`config.mk`:
```
export PLATFORM = sky130hd
export DESIGN_NAME = mips_multicycle_ctrl
export DESIGN_NICKNAME = d
export VERILOG_FILES = /design/src/rtl/mips_multicycle_ctrl.sv
export SDC_FILE = /design/constraint.sdc
export NUM_CORES = 1
export LEC_CHECK = 0
export ABC_AREA = 0
export BUFFER_PORTS_ARGS = -buffer_cell sky130_fd_sc_hd__buf_2
export CAP_MARGIN = 20
export CELL_PAD_IN_SITES_DETAIL_PLACEMENT = 2
export CELL_PAD_IN_SITES_GLOBAL_PLACEMENT = 2
export CORE_MARGIN = 10
export CORE_UTILIZATION = 25
export CTS_CLUSTER_DIAMETER = 120
export DETAILED_ROUTE_END_ITERATION = 8
export PLACE_DENSITY = 0.82
export SLEW_MARGIN = 20
export SYNTH_ARGS = -nofsm -noshare
export SYNTH_HDL_FRONTEND = slang
export SYNTH_SLANG_ARGS = --single-unit
```
`constraint.sdc`:
```
create_clock -name clk -period 2.4 [get_ports clk]
set_input_delay 0.24 -clock clk [delete_from_list [all_inputs] [get_ports clk]]
set_output_delay 0.24 -clock clk [all_outputs]
set_load 0.01 [all_outputs]
```
`src/rtl/mips_multicycle_ctrl.sv`:
```
// Multicycle MIPS control FSM.
// Decodes opcode/funct, steps through fetch/decode/execute/memory/writeback,
// and drives the datapath selects and the 4-bit ALUcontrol code. Memory states
// wait on mem_ready and give up after MEM_TIMEOUT cycles, returning to FETCH
// with a one-cycle mem_err pulse.
//
// Optional feature macro: MIPS_CTRL_BNE_EN
//   defined   : opcode 0x05 (bne) is executed in BRANCH with pc_en = ~isZero
//   undefined : opcode 0x05 decodes as illegal
//
// state   | meaning
// --------+------------------------------------------------------------
// RST     | post-reset idle cycle, every output low
// FETCH   | read instruction at PC, PC+4 -> PC and IR latch on mem_ready
// DECODE  | branch target PC+(imm<<2) -> ALUOut, dispatch on opcode/funct
// MEMADR  | effective address regA+imm for lw/sw
// MEMRD   | data read at ALUOut, wait for mem_ready
// MEMWB   | MDR -> rt
// MEMWR   | data write at ALUOut, wait for mem_ready
// EXEC    | R-type ALU operation regA op regB
// ALUWB   | ALUOut -> rd
// BRANCH  | compare regA-regB, load PC from ALUOut when taken
// ADDIEX  | regA + imm
// ADDIWB  | ALUOut -> rt
// JUMP    | load PC with jump target
module mips_multicycle_ctrl #(
    parameter int MEM_TIMEOUT = 15,
    parameter int TIMER_W     = 4
) (
    input  logic       clk,
    input  logic       rst_n,
    input  logic [5:0] opcode,
    input  logic [5:0] funct,
    input  logic       isZero,
    input  logic       mem_ready,
    output logic [3:0] ALUcontrol,
    output logic       ALUSrcA,
    output logic [1:0] ALUSrcB,
    output logic [1:0] PCSource,
    output logic       pc_en,
    output logic       IorD,
    output logic       MemRead,
    output logic       MemWrite,
    output logic       IRWrite,
    output logic       RegDst,
    output logic       MemtoReg,
    output logic       RegWrite,
    output logic       illegal,
    output logic       mem_err,
    output logic [3:0] state_dbg
);

    typedef enum logic [3:0] {
        S_RST    = 4'd0,
        S_FETCH  = 4'd1,
        S_DECODE = 4'd2,
        S_MEMADR = 4'd3,
        S_MEMRD  = 4'd4,
        S_MEMWB  = 4'd5,
        S_MEMWR  = 4'd6,
        S_EXEC   = 4'd7,
        S_ALUWB  = 4'd8,
        S_BRANCH = 4'd9,
        S_ADDIEX = 4'd10,
        S_ADDIWB = 4'd11,
        S_JUMP   = 4'd12
    } state_t;

    localparam logic [5:0] OP_RTYPE = 6'h00;
    localparam logic [5:0] OP_LW    = 6'h23;
    localparam logic [5:0] OP_SW    = 6'h2B;
    localparam logic [5:0] OP_BEQ   = 6'h04;
    localparam logic [5:0] OP_ADDI  = 6'h08;
    localparam logic [5:0] OP_J     = 6'h02;
`ifdef MIPS_CTRL_BNE_EN
    localparam logic [5:0] OP_BNE   = 6'h05;
`endif

    localparam logic [5:0] FN_ADD = 6'h20;
    localparam logic [5:0] FN_SUB = 6'h22;
    localparam logic [5:0] FN_AND = 6'h24;
    localparam logic [5:0] FN_OR  = 6'h25;
    localparam logic [5:0] FN_NOR = 6'h27;
    localparam logic [5:0] FN_SLT = 6'h2A;

    localparam logic [3:0] ALU_AND = 4'd0;
    localparam logic [3:0] ALU_OR  = 4'd1;
    localparam logic [3:0] ALU_ADD = 4'd2;
    localparam logic [3:0] ALU_SUB = 4'd6;
    localparam logic [3:0] ALU_SLT = 4'd7;
    localparam logic [3:0] ALU_NOR = 4'd12;

    // Last count value a memory state may wait through before it aborts.
    localparam logic [TIMER_W-1:0] TMO_LAST = TIMER_W'(MEM_TIMEOUT - 1);

    state_t               state_q, state_d;
    logic [TIMER_W-1:0]   cnt_q, cnt_d;
    logic                 timeout_hit;
    logic                 funct_ok;
    logic [3:0]           alu_fn;
    logic                 br_taken;

    // A timeout only counts when mem_ready is low; ready in that cycle completes normally.
    assign timeout_hit = (cnt_q == TMO_LAST) && !mem_ready;
    assign state_dbg   = state_q;

`ifdef MIPS_CTRL_BNE_EN
    assign br_taken = (opcode == OP_BNE) ? ~isZero : isZero;
`else
    assign br_taken = isZero;
`endif

    // R-type funct decode: ALU operation and legality.
    always_comb begin
        funct_ok = 1'b1;
        alu_fn   = ALU_AND;
        case (funct)
            FN_ADD:  alu_fn = ALU_ADD;
            FN_SUB:  alu_fn = ALU_SUB;
            FN_AND:  alu_fn = ALU_AND;
            FN_OR:   alu_fn = ALU_OR;
            FN_NOR:  alu_fn = ALU_NOR;
            FN_SLT:  alu_fn = ALU_SLT;
            default: funct_ok = 1'b0;
        endcase
    end

    // Next-state and Moore output decode (pc_en additionally follows mem_ready/isZero).
    always_comb begin
        state_d    = state_q;
        ALUcontrol = 4'd0;
        ALUSrcA    = 1'b0;
        ALUSrcB    = 2'd0;
        PCSource   = 2'd0;
        pc_en      = 1'b0;
        IorD       = 1'b0;
        MemRead    = 1'b0;
        MemWrite   = 1'b0;
        IRWrite    = 1'b0;
        RegDst     = 1'b0;
        MemtoReg   = 1'b0;
        RegWrite   = 1'b0;
        illegal    = 1'b0;
        mem_err    = 1'b0;
        case (state_q)
            S_RST: begin
                state_d = S_FETCH;
            end
            S_FETCH: begin
                MemRead    = 1'b1;
                ALUSrcB    = 2'd1;
                ALUcontrol = ALU_ADD;
                if (mem_ready) begin
                    IRWrite = 1'b1;
                    pc_en   = 1'b1;
                    state_d = S_DECODE;
                end else if (timeout_hit) begin
                    mem_err = 1'b1;
                    state_d = S_FETCH;
                end
            end
            S_DECODE: begin
                ALUSrcB    = 2'd3;
                ALUcontrol = ALU_ADD;
                case (opcode)
                    OP_RTYPE: begin
                        if (funct_ok) begin
                            state_d = S_EXEC;
                        end else begin
                            illegal = 1'b1;
                            state_d = S_FETCH;
                        end
                    end
                    OP_LW, OP_SW: state_d = S_MEMADR;
                    OP_BEQ:       state_d = S_BRANCH;
`ifdef MIPS_CTRL_BNE_EN
                    OP_BNE:       state_d = S_BRANCH;
`endif
                    OP_ADDI:      state_d = S_ADDIEX;
                    OP_J:         state_d = S_JUMP;
                    default: begin
                        illegal = 1'b1;
                        state_d = S_FETCH;
                    end
                endcase
            end
            S_MEMADR: begin
                ALUSrcA    = 1'b1;
                ALUSrcB    = 2'd2;
                ALUcontrol = ALU_ADD;
                state_d    = (opcode == OP_SW) ? S_MEMWR : S_MEMRD;
            end
            S_MEMRD: begin
                MemRead = 1'b1;
                IorD    = 1'b1;
                if (mem_ready) begin
                    state_d = S_MEMWB;
                end else if (timeout_hit) begin
                    mem_err = 1'b1;
                    state_d = S_FETCH;
                end
            end
            S_MEMWB: begin
                RegWrite = 1'b1;
                MemtoReg = 1'b1;
                state_d  = S_FETCH;
            end
            S_MEMWR: begin
                MemWrite = 1'b1;
                IorD     = 1'b1;
                if (mem_ready) begin
                    state_d = S_FETCH;
                end else if (timeout_hit) begin
                    mem_err = 1'b1;
                    state_d = S_FETCH;
                end
            end
            S_EXEC: begin
                ALUSrcA    = 1'b1;
                ALUcontrol = alu_fn;
                state_d    = S_ALUWB;
            end
            S_ALUWB: begin
                RegWrite = 1'b1;
                RegDst   = 1'b1;
                state_d  = S_FETCH;
            end
            S_BRANCH: begin
                ALUSrcA    = 1'b1;
                ALUcontrol = ALU_SUB;
                PCSource   = 2'd1;
                pc_en      = br_taken;
                state_d    = S_FETCH;
            end
            S_ADDIEX: begin
                ALUSrcA    = 1'b1;
                ALUSrcB    = 2'd2;
                ALUcontrol = ALU_ADD;
                state_d    = S_ADDIWB;
            end
            S_ADDIWB: begin
                RegWrite = 1'b1;
                state_d  = S_FETCH;
            end
            S_JUMP: begin
                PCSource = 2'd2;
                pc_en    = 1'b1;
                state_d  = S_FETCH;
            end
            default: begin
                state_d = S_RST;
            end
        endcase
    end

    // Wait counter: counts only while a memory state keeps waiting, cleared on any move
    // (including the FETCH->FETCH retry after a timeout).
    always_comb begin
        cnt_d = '0;
        if ((state_q == S_FETCH || state_q == S_MEMRD || state_q == S_MEMWR) &&
            (state_d == state_q) && !timeout_hit) begin
            cnt_d = cnt_q + TIMER_W'(1);
        end
    end

    // State and wait-counter registers with synchronous active-low reset.
    always_ff @(posedge clk) begin
        if (!rst_n) begin
            state_q <= S_RST;
            cnt_q   <= '0;
        end else begin
            state_q <= state_d;
            cnt_q   <= cnt_d;
        end
    end

endmodule

```
# ---- Word level (Yosys, flattened, before mapping)
# Cells that the tools add are included.
dict set report op_classes {
  n_addsub 1
  n_eq_ne 25
  mux 29
  reduce_logical 21
}
# operator count
set ops {}
lappend ops {{$eq A6 B6 Y1 const B} 8}
lappend ops {{$pmux W4 S5} 2}
lappend ops {{$pmux W4 S8} 1}
lappend ops {{$eq A4 B4 Y1 const B} 6}
lappend ops {{$eq A4 B3 Y1 const B} 4}
lappend ops {{$mux W4} 4}
lappend ops {{$mux W1} 15}
lappend ops {{$pmux W4 S3} 1}
lappend ops {{$reduce_or A6 Y1} 2}
lappend ops {{$eq A4 B2 Y1 const B} 2}
lappend ops {{$reduce_or A2 Y1} 4}
lappend ops {{$reduce_or A4 Y1} 2}
lappend ops {{$eq A6 B2 Y1 const B} 1}
lappend ops {{$eq A6 B3 Y1 const B} 1}
lappend ops {{$eq A6 B4 Y1 const B} 1}
lappend ops {{$logic_not A6 Y1} 1}
lappend ops {{$pmux W2 S3} 1}
lappend ops {{$reduce_or A3 Y1} 2}
lappend ops {{$reduce_or A5 Y1} 1}
lappend ops {{$add A4 B1 Y4 const B} 1}
lappend ops {{$eq A4 B1 Y1 const B} 1}
lappend ops {{$eq A4 B4 Y1} 1}
lappend ops {{$logic_not A4 Y1} 1}
lappend ops {{$pmux W2 S2} 1}
lappend ops {{other kinds (8)} 12}
dict set report totals {
  register_bits 8
  inputBits 16
  out_inout_bits 23
}

# ---- Logic depth before layout (Yosys ltp)
# Gate-level depths: netlist of the first run.
dict set report logic_depth {
  ltp_word 10
  depth_mapped 6
  depth_no_buf 6
}

# ---- Least setup slack after synthesis of the first run
# OpenSTA, ideal clock, no wires.
dict set report synth_path {
  kind {flip-flop to flip-flop}
  start {register state_q[3] (netlist: state_dbg[3])}
  end {register cnt_q[2]}
  setup_time_ps 121
  t_arrival_ps 1711
  required_ps 2279
  path_slack_ps 567
  path_stages_with_launch 6
  period_less_slack_ps 1833
  cell_sequence {dfxtp_1 -> clkbuf_1 -> nand2b_1 -> mux2i_1 -> o2111a_2 -> mux2_4}
}
dict set report synth_via {
  elab_chain_len 7
  word_cells_on_any_way 25
}
# item line
set synth_rtl {}
lappend synth_rtl {{from (decl)} 96} ;# state_t state_q, state_d;
lappend synth_rtl {{from (signal assigned)} 272} ;# state_q <= state_d;
lappend synth_rtl {{$eq A4 B4 Y1 (tied with other cells)} 145} ;# case (state_q)
lappend synth_rtl {{$reduce_or A6 Y1 (no line) (tied with other cells)} -}
lappend synth_rtl {{$pmux W4 S8} 145}
lappend synth_rtl {{$eq A4 B4 Y1} 261} ;# (state_d == state_q) && !timeout_hit) begin
lappend synth_rtl {{$logic_and A1 B1 Y1 (*)} 260} ;# if ((state_q == S_FETCH || state_q == S_MEMRD || state_q == S_MEMWR) &&
lappend synth_rtl {{$logic_and A1 B1 Y1 (*)} 261}
lappend synth_rtl {{$reduce_and A2 Y1 (no line) (*)} -}
lappend synth_rtl {{to (signal assigned)} 273} ;# cnt_q <= cnt_d;
lappend synth_rtl {{to (decl)} 97} ;# logic [TIMER_W-1:0] cnt_q, cnt_d;
# Every way passes the cells marked *; elsewhere a longest branch is shown, timed or not.
# A chain may end at the register's enable or synchronous reset.

# ---- Final worst setup path of the first run
dict set report layout_path {
  start {register state_q[0] (netlist: state_dbg[0])}
  end {output pc_en}
}
dict set report layout_via {
  elab_chain_len 2
  word_cells_on_any_way 4
}
# item line
set layout_rtl {}
lappend layout_rtl {{$eq A4 B4 Y1 / $eq A4 B1 Y1 (equally long branches)} 145}
lappend layout_rtl {{$pmux W1 S3 (*)} 145}
lappend layout_rtl {{to (decl)} 40} ;# output logic pc_en,
# Marks and branches as above.

==> results.rst, run 1 <==
.. list-table::
   :header-rows: 1

   * - Metric
     - Value
   * - Outcome
     - complete, no violations
   * - Detailed Route WL
     - between 3000 and 4000 µm
   * - Hpwl dp
     - 3094 µm
   * - Cell taking the most area after synthesis
     - dfxtp_1
   * - Placed cell count
     - 214
   * - Maximum clock skew at final layout
     - around 0.0027 ns
   * - Syn Std Cell Area
     - 952.2 µm²
   * - Final non-filler cell total
     - 217
   * - Number of hold buffers added after CTS
     - 0
   * - Via density per instance
     - approximately 5.2
   * - Max IR drop VDD
     - between 150 and 200 µV
   * - Fin Setup TNS
     - 0 ns
   * - Count of input and output buffers
     - 38
   * - Highest Clock Rate
     - roughly 0.49 GHz
   * - Hold Startpoint
     - rst_n
   * - Power density over cell area
     - approximately 380 nW/µm²
   * - Floorplan die height
     - between 80 and 90 µm
   * - Post-synthesis register bit count
     - 8
   * - Kind of path behind the tightest hold check
     - in2reg
   * - Number of primary I/O pins
     - 39
   * - Switch share
     - 34.31%
   * - RD Place Congestion
     - 0.7629
   * - Area share of the largest cell type after synthesis
     - between 10% and 20%
   * - TritonCTS clock tree
     - built
   * - Sequential cell area
     - about 160 µm²
   * - Initial antenna violation count
     - 0
   * - Count of unresolved DRC violations after routing
     - 0
   * - RSZ-0062 raised after global routing
     - no
   * - Relative contribution of the clock network to total power
     - 36.8%
   * - Worst-path fanout max
     - 14
   * - Initial DRT Pass Iterations
     - 4
   * - Die width
     - roughly 80 µm
   * - Synth Warn #
     - 0
   * - Critical R2R Launch
     - state_dbg[0]
   * - Layout cells sized above 1
     - 29.59%
   * - Transition at the pin with the smallest max-transition slack
     - around 0.52 ns
   * - Crit path required time
     - between 2 and 2.5 ns
   * - DR WL/cell
     - roughly 18 µm
   * - Internal
     - just over 300 µW
   * - Later-pin clock latency in the skew report
     - between 0.2 and 0.25 ns
   * - Nature of the critical path startpoint
     - flip-flop
   * - Most numerous cell in the Yosys netlist
     - nor2_1
   * - Source of the critical timing path
     - state_dbg[0]
   * - Biggest area contributors in the synthesized netlist
     - dfxtp_1 (17%), nor2_1 (7.9%), mux2i_1 (7.4%)
   * - Switching power
     - about 160 µW
   * - Most frequent cells after synthesis
     - nor2_1 (20), nand2_1 (10), dfxtp_1 (8), nand3_1 (8)
   * - Count of instances resized after the clock tree is built
     - 0
   * - Count of mapped cells out of synthesis
     - between 100 and 150
   * - CTS clock-pin slew for the worst setup and hold paths
     - 0.05 ns
   * - Site row count
     - 22
   * - Critical-path top delay cell
     - dfxtp_1
   * - Layout overhead on the synthesized area
     - 28.25%
   * - Area of the die
     - between 6000 and 7000 µm²
   * - Core region area
     - approximately 3700 µm²
   * - Number of global-route vias before repair
     - 1,263
   * - Number of enable-type register cells in the synthesized netlist
     - 0
   * - Number of nets at the end of the flow
     - around 190
   * - Ys async rst share
     - 0%
   * - Total of fill cells in the finished design
     - between 400 and 500
   * - Pin count of the biggest net entering global routing
     - 15
   * - Final setup violation count
     - 0
   * - Buf/Inv on CP
     - 2
   * - Minimum clock period after layout
     - between 2 and 2.5 ns
   * - Number of CTS-inserted buffers
     - 3
   * - DR iter-0 viols
     - 35
   * - Antenna-violating nets left
     - 0
   * - Type of the worst setup path
     - reg2out
   * - Peak per-stage delay on the critical path
     - about 0.55 ns
   * - Number of max-cap violations
     - 0
   * - Total area of multi-input combinational cells
     - 728.2 µm²
   * - Wire length of the first global-routing pass
     - 6430 µm
   * - Type of destination of the critical path
     - output pin
   * - Ratio of final minimum period to clock period
     - between 80 and 90%
   * - Level count of the clock H-tree
     - 1
   * - Number of failing hold endpoints at the final stage
     - 0
   * - Number of nets in the synthesized netlist
     - approximately 150
   * - Arrival time at the worst endpoint
     - between 1.5 and 2 ns
   * - Overall fraction of global-route tracks in use
     - between 10% and 20%
   * - Portion of total power attributed to combinational logic
     - 31.8%
   * - Seq/Total Area, Yosys
     - between 10% and 20%
   * - Utilization after layout
     - between 30% and 40%
   * - Number of antenna cells inserted
     - 0
   * - Number of post-CTS setup repair buffers
     - 0
   * - Total number of vias
     - 1,128
   * - Total number of clock tree sinks
     - 8
   * - Mean instance size in the synthesized netlist
     - between 7 and 8 µm²
   * - Ordered cell list for the critical path
     - buf_4 -> nor2_1 -> and3_1 -> a211o_1 -> buf_2
   * - Post-layout power
     - around 470 µW
   * - Worst max-slew margin expressed relative to the limit
     - roughly two thirds
   * - GR Overflow Total
     - 0
   * - Clk buf depth
     - 2
   * - Share of total power in sequential cells
     - a little under a third
   * - Final slew viol count
     - 0
   * - Clock root buffer
     - clkbuf_8
   * - Distinct cells, synth
     - 48
   * - Family of cells with the greatest summed delay on the critical path
     - flip-flops
   * - Leakage
     - approximately 0.58 nW
   * - Primary flip-flop cell chosen by synthesis mapping
     - dfxtp_1
   * - Starting density of the core
     - between 20% and 30%
[layout make-up]
type                    count  share of cell area (%)
flip-flops and latches      8                   13.11
clock buffers               3                   3.381
multi-input cells         111                   59.63
repair buffers             40                   16.80
inverters                   7                   2.152
well taps                  48                   4.918
[cell usage in the layout, fill, tap and decap left out, types with 2 or more instances in the layout]
cell	count
and3_1	4
o21ai_0	5
inv_1	7
clkbuf_8	3
nor4_1	2
nand2b_1	5
mux2i_1	7
ha_1	2
buf_4	2
nor2b_1	3
xor2_1	2
xnor2_1	2
nand2_1	10
nor3_1	4
buf_2	38
a21oi_1	2
nor2_1	20
dfxtp_1	8
or3_1	3
o22ai_1	3
a21o_1	2
nand3_1	8
a31oi_1	2
[registers in the layout, summed over array words and instances (netlist names)]
register / flops
state_dbg: 4
cnt_q: 4
[power groups by stage]
stage / registers [mW] / clock network, mW / logic, mW
after floorplan: 0.145 / 0 / 0.0905
after global placement: 0.148 / 0 / 0.141
after detailed placement: 0.149 / 0 / 0.148
after CTS: 0.146 / 0.174 / 0.149
after global routing: 0.148 / 0.185 / 0.165
final: 0.146 / 0.172 / 0.148
[logic make-up after synthesis]
group	share of synthesized area (%)
XOR/XNOR	3.680
AO/OA/AOI/OAI	21.68
AND/OR/NAND/NOR	38.50
adder cells (fa/ha/maj)	3.679
flip-flops	16.82
multiplexers	8.935
buffers and inverters	6.703
[layer usage]
layer,routed length (µm),up-vias,GRT usage [%]
met2,1893,30,20.06
met4,44,0,3.571
met3,271,4,3.603
met5,0,-,0
met1,1691,535,14.47
li1,-,559,-
[worst paths after layout]
path	slack (ns)	to	depth (start not counted)
worst min-delay path	0.35	state_dbg[0]	2
worst max register to register	0.40	cnt_q[2]	4
worst max-delay path	0.35	pc_en	5
worst min register to register	0.65	cnt_q[0]	3
[stage by stage]
step                hold slack [ns]  cell area (µm²)  setup slack, ns
floorplan                    0.3682            952.2           0.5674
global placement             0.5766             1180           0.5501
detailed placement           0.5992             1180           0.4229
CTS                          0.3513             1221           0.3363
global route                 0.3507             1221           0.2161
finish                       0.3467             1221           0.3542
Power figures use the tool's default switching activity.
==> inputs of run 2 (changes only) <==
- CORE_UTILIZATION: 25 -> 26
- CTS_BUF_LIST: default -> sky130_fd_sc_hd__clkbuf_4
- PLACE_DENSITY: 0.82 -> 0.85
==> run 2 against run 1 <==
Compared with the run above: core utilization is 1.5 points higher; cell area is 1.7% lower; count of clock-buffer cells in the layout stayed put; clock skew is 0.0075 ns higher; sequential share of layout area is 0.23 points higher; non-clock buffer count stayed put; largest power group is now combinational logic.
==> results.rst, run 2 (synthesis results as in run 1) <==
.. list-table::
   :header-rows: 1

   * - Metric
     - Value
   * - Outcome
     - complete, no violations
   * - Worst-path fanout max
     - 12 (-2)
   * - Critical-path top delay cell
     - dfxtp_1
   * - Pin count of the biggest net entering global routing
     - 17 (+2)
   * - Type of destination of the critical path
     - output pin
   * - Worst max-slew margin expressed relative to the limit
     - 65.01% (+0.073 points)
   * - Layout cells sized above 1
     - 29.59% (unchanged)
   * - Number of nets at the end of the flow
     - 189 (unchanged)
   * - Total number of vias
     - 1,142 (+1.2%)
   * - GR Overflow Total
     - 0 (unchanged)
   * - Hpwl dp
     - 3231 µm (+4.4%)
   * - Worst reg-to-reg setup slack
     - 0.38 ns (-0.02 ns)
   * - Die width
     - 80.52 µm (-1.5%)
   * - DR iter-0 viols
     - 54 (+54%)
   * - Final worst-path setup slack
     - 0.3535 ns (-0.0006410 ns)
   * - Antenna-violating nets left
     - 0 (unchanged)
   * - Ordered cell list for the critical path
     - nor4b_2 -> nand2_1 -> inv_1 -> a211o_1 -> buf_2
   * - Power density over cell area
     - 342.0 nW/µm² (-11%)
   * - Initial antenna violation count
     - 0 (unchanged)
   * - RSZ-0062 raised after global routing
     - no
   * - Area of the die
     - 6483 µm² (-2.9%)
   * - Count of input and output buffers
     - 38 (unchanged)
   * - Initial DRT Pass Iterations
     - 4 (unchanged)
   * - Type of the worst setup path
     - reg2out
   * - Number of post-CTS setup repair buffers
     - 0 (unchanged)
   * - Nature of the critical path startpoint
     - flip-flop
   * - Count of unresolved DRC violations after routing
     - 0 (unchanged)
   * - Highest Clock Rate
     - 0.4886 GHz (about the same)
   * - Peak per-stage delay on the critical path
     - 0.57 ns (+0.02 ns)
   * - Number of primary I/O pins
     - 39 (unchanged)
   * - Number of CTS-inserted buffers
     - 3 (unchanged)
   * - Overall fraction of global-route tracks in use
     - 12.51% (+0.51 points)
   * - Number of global-route vias before repair
     - 1,245 (-1.4%)
   * - Later-pin clock latency in the skew report
     - 0.26 ns (+0.02 ns)
   * - Clock root buffer
     - clkbuf_4
   * - Wire length of the first global-routing pass
     - 6658 µm (+3.5%)
   * - Site row count
     - 21 (-4.5%)
   * - Placed cell count
     - 212 (-0.93%)
   * - Arrival time at the worst endpoint
     - 1.81 ns (about the same)
   * - Kind of path behind the tightest hold check
     - in2reg
   * - Layout overhead on the synthesized area
     - 26.02%
   * - Leakage
     - 0.5747 nW (-1.3%)
   * - Crit path required time
     - 2.16 ns (about the same)
   * - Utilization after layout
     - 34.86% (+1.5 points)
   * - Max IR drop VDD
     - 122.5 µV (-19%)
   * - Ratio of final minimum period to clock period
     - 85.27% (about the same)
   * - Starting density of the core
     - 27.66% (+1.7 points)
   * - Fin Setup TNS
     - 0 ns (unchanged)
   * - Cells on Worst Hold Path
     - 2 (unchanged)
   * - Core region area
     - 3442 µm² (-6.0%)
   * - Worst reg2reg path depth
     - 4 (unchanged)
   * - Detailed Route WL
     - 3957 µm (+1.4%)
   * - Transition at the pin with the smallest max-transition slack
     - 0.5241 ns (-0.0004362 ns)
   * - Minimum clock period after layout
     - 2.046 ns (+0.0006410 ns)
   * - TritonCTS clock tree
     - built
   * - Most frequent cells in the layout
     - buf_2 (38), nor2_1 (20), nand2_1 (10), nand3_1 (8), dfxtp_1 (8)
   * - Floorplan die height
     - 80.52 µm (-1.5%)
   * - Count of instances resized after the clock tree is built
     - 0 (unchanged)
   * - Number of antenna cells inserted
     - 0 (unchanged)
   * - DR WL/cell
     - 18.40 µm (+2.4%)
   * - Pre-CTS worst setup slack
     - 0.4238 ns (+0.0008780 ns)
   * - Final non-filler cell total
     - 215 (-0.92%)
   * - Post-layout power
     - 410.4 µW (-12%)
   * - Clk buf depth
     - 2 (unchanged)
   * - Final slew viol count
     - 0 (unchanged)
   * - CTS clock-pin slew for the worst setup and hold paths
     - 0.06 ns (about the same)
   * - Number of failing hold endpoints at the final stage
     - 0 (unchanged)
   * - Final setup violation count
     - 0 (unchanged)
   * - Total number of clock tree sinks
     - 8 (unchanged)
   * - RD Place Congestion
     - 0.8228 (+7.9%)
   * - Maximum clock skew at final layout
     - 0.01022 ns (+0.007509 ns)
   * - Via density per instance
     - 5.312 (+2.2%)
   * - Number of hold buffers added after CTS
     - 0 (unchanged)
   * - Level count of the clock H-tree
     - 1 (unchanged)
   * - Number of max-cap violations
     - 0 (unchanged)
   * - Most common library cell in the layout ignoring fill and taps
     - buf_2
[run 2: routing by layer]
metal / global-route usage, % / up-vias / share of wire [%]
met5: 0 / - / 0
met4: 3.697 / 0 / 1.2
met3: 3.118 / 4 / 5.4
met2: 21.66 / 29 / 48
met1: 14.66 / 551 / 46
li1: - / 558 / -
[run 2: critical path: cells and delay by family (launching register included)]
kind | cells | cell delay [ns]
compound gates | 1 | 0.09
buf+inv | 2 | 0.22
simple gates | 2 | 0.67
flops | 1 | 0.57
[run 2: final cells by class]
cell class / instances / area [µm²]
clock buffer: 3 / 22.52
fill: 436 / 2242
inverter: 7 / 26.28
multi-input combinational: 111 / 728.2
sequential: 8 / 160.2
tap: 46 / 57.56
timing repair buffer: 40 / 205.2
[run 2: metrics by stage]
stage / hold WS [ns] / instance area (µm²)
after floorplan: 0.3682 / 952.2
after global placement: 0.5733 / 1177
after detailed placement: 0.5871 / 1177
after CTS: 0.3186 / 1200
after global routing: 0.3332 / 1200
final: 0.3238 / 1200
[run 2: power breakdown]
part	switching, mW	internal [mW]
Sequential	0.00923	0.137
Clock	0.0579	0.0578
Combinational	0.0891	0.0595
Total	0.156	0.254
[run 2: path summary, 6_finish.rpt]
kind                                    from           end
worst max-delay path            state_dbg[0]         pc_en
worst min-delay path                   rst_n  state_dbg[0]
worst max register to register  state_dbg[0]      cnt_q[2]
worst min register to register      cnt_q[0]      cnt_q[0]
==> inputs of run 3 (changes only) <==
- CELL_PAD_IN_SITES_DETAIL_PLACEMENT: 2 -> default
- CELL_PAD_IN_SITES_GLOBAL_PLACEMENT: 2 -> default
- CORE_UTILIZATION: 26 -> 50
- HOLD_SLACK_MARGIN: default -> 0.06
- PLACE_DENSITY: 0.85 -> 0.86
- SLEW_MARGIN: 20 -> default
==> run 3 against run 2 <==
Compared with the run above: via count shrank 3.2%; clock power hardly changed; fmax increased by 3.4%; combinational power is 5% lower; setup slack better by 0.066 ns; final cell count shrank 9.8%; critical path depth is the same; worst hold slack worse by 0.020 ns; total power shrank 3.2%; core utilization up 32 points; non-clock buffer count unchanged; largest power group is now registers.
==> results.rst, run 3 (synthesis results as in run 1) <==
.. list-table::
   :header-rows: 1

   * - Metric
     - Value
   * - Outcome
     - complete, no violations
   * - Worst max-slew margin expressed relative to the limit
     - 68.18% (+3.2 points)
   * - Worst reg2reg path depth
     - 4 (unchanged)
   * - Critical-path top delay cell
     - dfxtp_1
   * - Met3 WL post-DR
     - 276 µm (+30%)
   * - Level count of the clock H-tree
     - 1 (unchanged)
   * - Count of unresolved DRC violations after routing
     - 0 (unchanged)
   * - Highest Clock Rate
     - 0.5050 GHz (+3.4%)
   * - Arrival time at the worst endpoint
     - 1.74 ns (-0.07 ns)
   * - Number of global-route vias before repair
     - 1,152 (-7.5%)
   * - GR Overflow Total
     - 0 (unchanged)
   * - Transition at the pin with the smallest max-transition slack
     - 0.4766 ns (-0.04747 ns)
   * - Floorplan die height
     - 63.64 µm (-21%)
   * - Type of destination of the critical path
     - output pin
   * - Met2 WL post-DR
     - 1276 µm (-32%)
   * - End of the worst register-to-register path
     - cnt_q[2]
   * - Via density per instance
     - 5.696 (+7.2%)
   * - Number of max-cap violations
     - 0 (unchanged)
   * - TritonCTS clock tree
     - built
   * - Portion of total power attributed to combinational logic
     - 35.4% (-0.8 points)
   * - Share of total power in sequential cells
     - 35.9% (+0.3 points)
   * - DR iter-0 viols
     - 35 (-35%)
   * - Number of failing hold endpoints at the final stage
     - 0 (unchanged)
   * - Clock root buffer
     - clkbuf_4
   * - Initial antenna violation count
     - 0 (unchanged)
   * - Peak per-stage delay on the critical path
     - 0.59 ns (+0.02 ns)
   * - RSZ-0062 raised after global routing
     - no
   * - Final slew viol count
     - 0 (unchanged)
   * - Pre-CTS worst setup slack
     - 0.5293 ns (+0.1055 ns)
   * - Final worst-path setup slack
     - 0.4200 ns (+0.06647 ns)
   * - Number of hold buffers added after CTS
     - 0 (unchanged)
   * - Wire length of the first global-routing pass
     - 4788 µm (-28%)
   * - Count of input and output buffers
     - 38 (unchanged)
   * - Initial DRT Pass Iterations
     - 4 (unchanged)
   * - Source of the critical timing path
     - state_dbg[2]
   * - Starting density of the core
     - 53.97% (+26 points)
   * - Detailed Route WL
     - 2834 µm (-28%)
   * - Number of antenna cells inserted
     - 0 (unchanged)
   * - Family of cells with the greatest summed delay on the critical path
     - flip-flops
   * - Count of instances resized after the clock tree is built
     - 0 (unchanged)
   * - Total number of vias
     - 1,105 (-3.2%)
   * - Switch share
     - 36.05% (-2.0 points)
   * - Met1 routed wirelength after detailed routing
     - 1223 µm (-32%)
   * - Layout overhead on the synthesized area
     - 23.26%
   * - Overall fraction of global-route tracks in use
     - 14.15% (+1.6 points)
   * - Leakage
     - 0.5747 nW (unchanged)
   * - Number of CTS-inserted buffers
     - 3 (unchanged)
   * - RD Place Congestion
     - 0.9643 (+17%)
   * - Total number of clock tree sinks
     - 8 (unchanged)
   * - Total area of multi-input combinational cells
     - 728.2 µm² (unchanged)
   * - Crit path capture
     - ALUcontrol[1]
   * - Max IR drop VDD
     - 278.8 µV (+130%)
   * - DR WL/cell
     - 14.61 µm (-21%)
   * - Final setup violation count
     - 0 (unchanged)
   * - Maximum clock skew at final layout
     - 0.01598 ns (+0.005758 ns)
   * - Sequential cell area
     - 160.2 µm² (unchanged)
   * - Area of the die
     - 4050 µm² (-38%)
   * - Pin count of the biggest net entering global routing
     - 18 (+1)
   * - Total of fill cells in the finished design
     - 158 (-64%)
   * - Most frequent cells in the layout
     - buf_2 (38), nor2_1 (20), nand2_1 (10), nand3_1 (8), dfxtp_1 (8)
   * - Worst-path fanout max
     - 13 (+1)
   * - Switching power
     - 143.2 µW (-8.3%)
   * - Die width
     - 63.64 µm (-21%)
   * - Power density over cell area
     - 338.6 nW/µm² (-1.0%)
   * - Type of the worst setup path
     - reg2out
   * - Crit path required time
     - 2.16 ns (about the same)
   * - Relative contribution of the clock network to total power
     - 28.8% (+0.6 points)
   * - Hpwl dp
     - 2288 µm (-29%)
   * - Fin Setup TNS
     - 0 ns (unchanged)
   * - Number of gates on the worst path with buffers counted
     - 5 (unchanged)
   * - Most common library cell in the layout ignoring fill and taps
     - buf_2
   * - Core region area
     - 1764 µm² (-49%)
   * - Site row count
     - 15 (-29%)
   * - Worst reg-to-reg setup slack
     - 0.49 ns (+0.11 ns)
   * - Layout cells sized above 1
     - 29.59% (unchanged)
   * - Number of nets at the end of the flow
     - 189 (unchanged)
   * - Highest metal layer used by the detailed router
     - met4
   * - Ratio of final minimum period to clock period
     - 82.50% (-2.8 points)
   * - Internal
     - 254.1 µW (about the same)
   * - Number of primary I/O pins
     - 39 (unchanged)
   * - Later-pin clock latency in the skew report
     - 0.27 ns (about the same)
   * - Ordered cell list for the critical path
     - nand2b_1 -> nor2_1 -> nand3_1 -> o21ai_0 -> buf_2
   * - CTS clock-pin slew for the worst setup and hold paths
     - 0.07 ns (about the same)
   * - Kind of path behind the tightest hold check
     - in2reg
   * - Number of post-CTS setup repair buffers
     - 0 (unchanged)
   * - Nature of the critical path startpoint
     - flip-flop
   * - Antenna-violating nets left
     - 0 (unchanged)
   * - Minimum clock period after layout
     - 1.980 ns (-0.06647 ns)
   * - Critical R2R Launch
     - state_dbg[3]
   * - Clk buf depth
     - 2 (unchanged)
   * - Buf/Inv on CP
     - 1 (-1)
## run 3: cell counts in the layout (fill, tap and decap cells not counted)
No cell type changed its count.
## run 3: metrics by stage
| step | utilization [%] | hold WS (ns) | cells | power, mW | cell area [µm²] |
|---|---|---|---|---|---|
| floorplan | - | 0.3682 | 133 | 0.2355 | 952.2 |
| global placement | 65.25 | 0.5839 | 191 | 0.2822 | 1151 |
| detailed placement | 65.25 | 0.5855 | 191 | 0.2857 | 1151 |
| CTS | 66.52 | 0.2965 | 194 | 0.3966 | 1174 |
| global route | 66.52 | 0.3143 | 194 | 0.4195 | 1174 |
| finish | 66.52 | 0.3035 | 194 | 0.3974 | 1174 |
## run 3: worst min path at each step
| stage | from | cells past startpoint | to |
|---|---|---|---|
| floorplan | rst_n | 1 | state_dbg[0] |
| global placement | rst_n | 2 | state_dbg[0] |
| detailed placement | rst_n | 2 | state_dbg[0] |
| CTS | rst_n | 2 | state_dbg[0] |
| global route | rst_n | 2 | state_dbg[0] |
| finish | rst_n | 2 | state_dbg[0] |
## run 3: power by group through the flow
stage / sequential, mW / clock (mW) / combinational [mW]
after floorplan: 0.145 / 0 / 0.0905
after global placement: 0.145 / 0 / 0.137
after detailed placement: 0.146 / 0 / 0.140
after CTS: 0.142 / 0.114 / 0.140
after global routing: 0.143 / 0.119 / 0.157
final: 0.142 / 0.114 / 0.141
## run 3: layout make-up
cell class                      instances  area share (%)
Inverter                                7           2.239
Timing Repair Buffer                   40           17.48
Sequential cell                         8           13.65
Clock buffer                            3           1.919
Multi-Input combinational cell        111           62.05
Tap cell                               25           2.665
## run 3: metal layers
| metal | up-vias | global-route usage (%) |
|---|---|---|
| li1 | 557 | - |
| met1 | 497 | 15.00 |
| met2 | 46 | 23.87 |
| met3 | 5 | 5.477 |
| met4 | 0 | 6.831 |
| met5 | - | 0 |
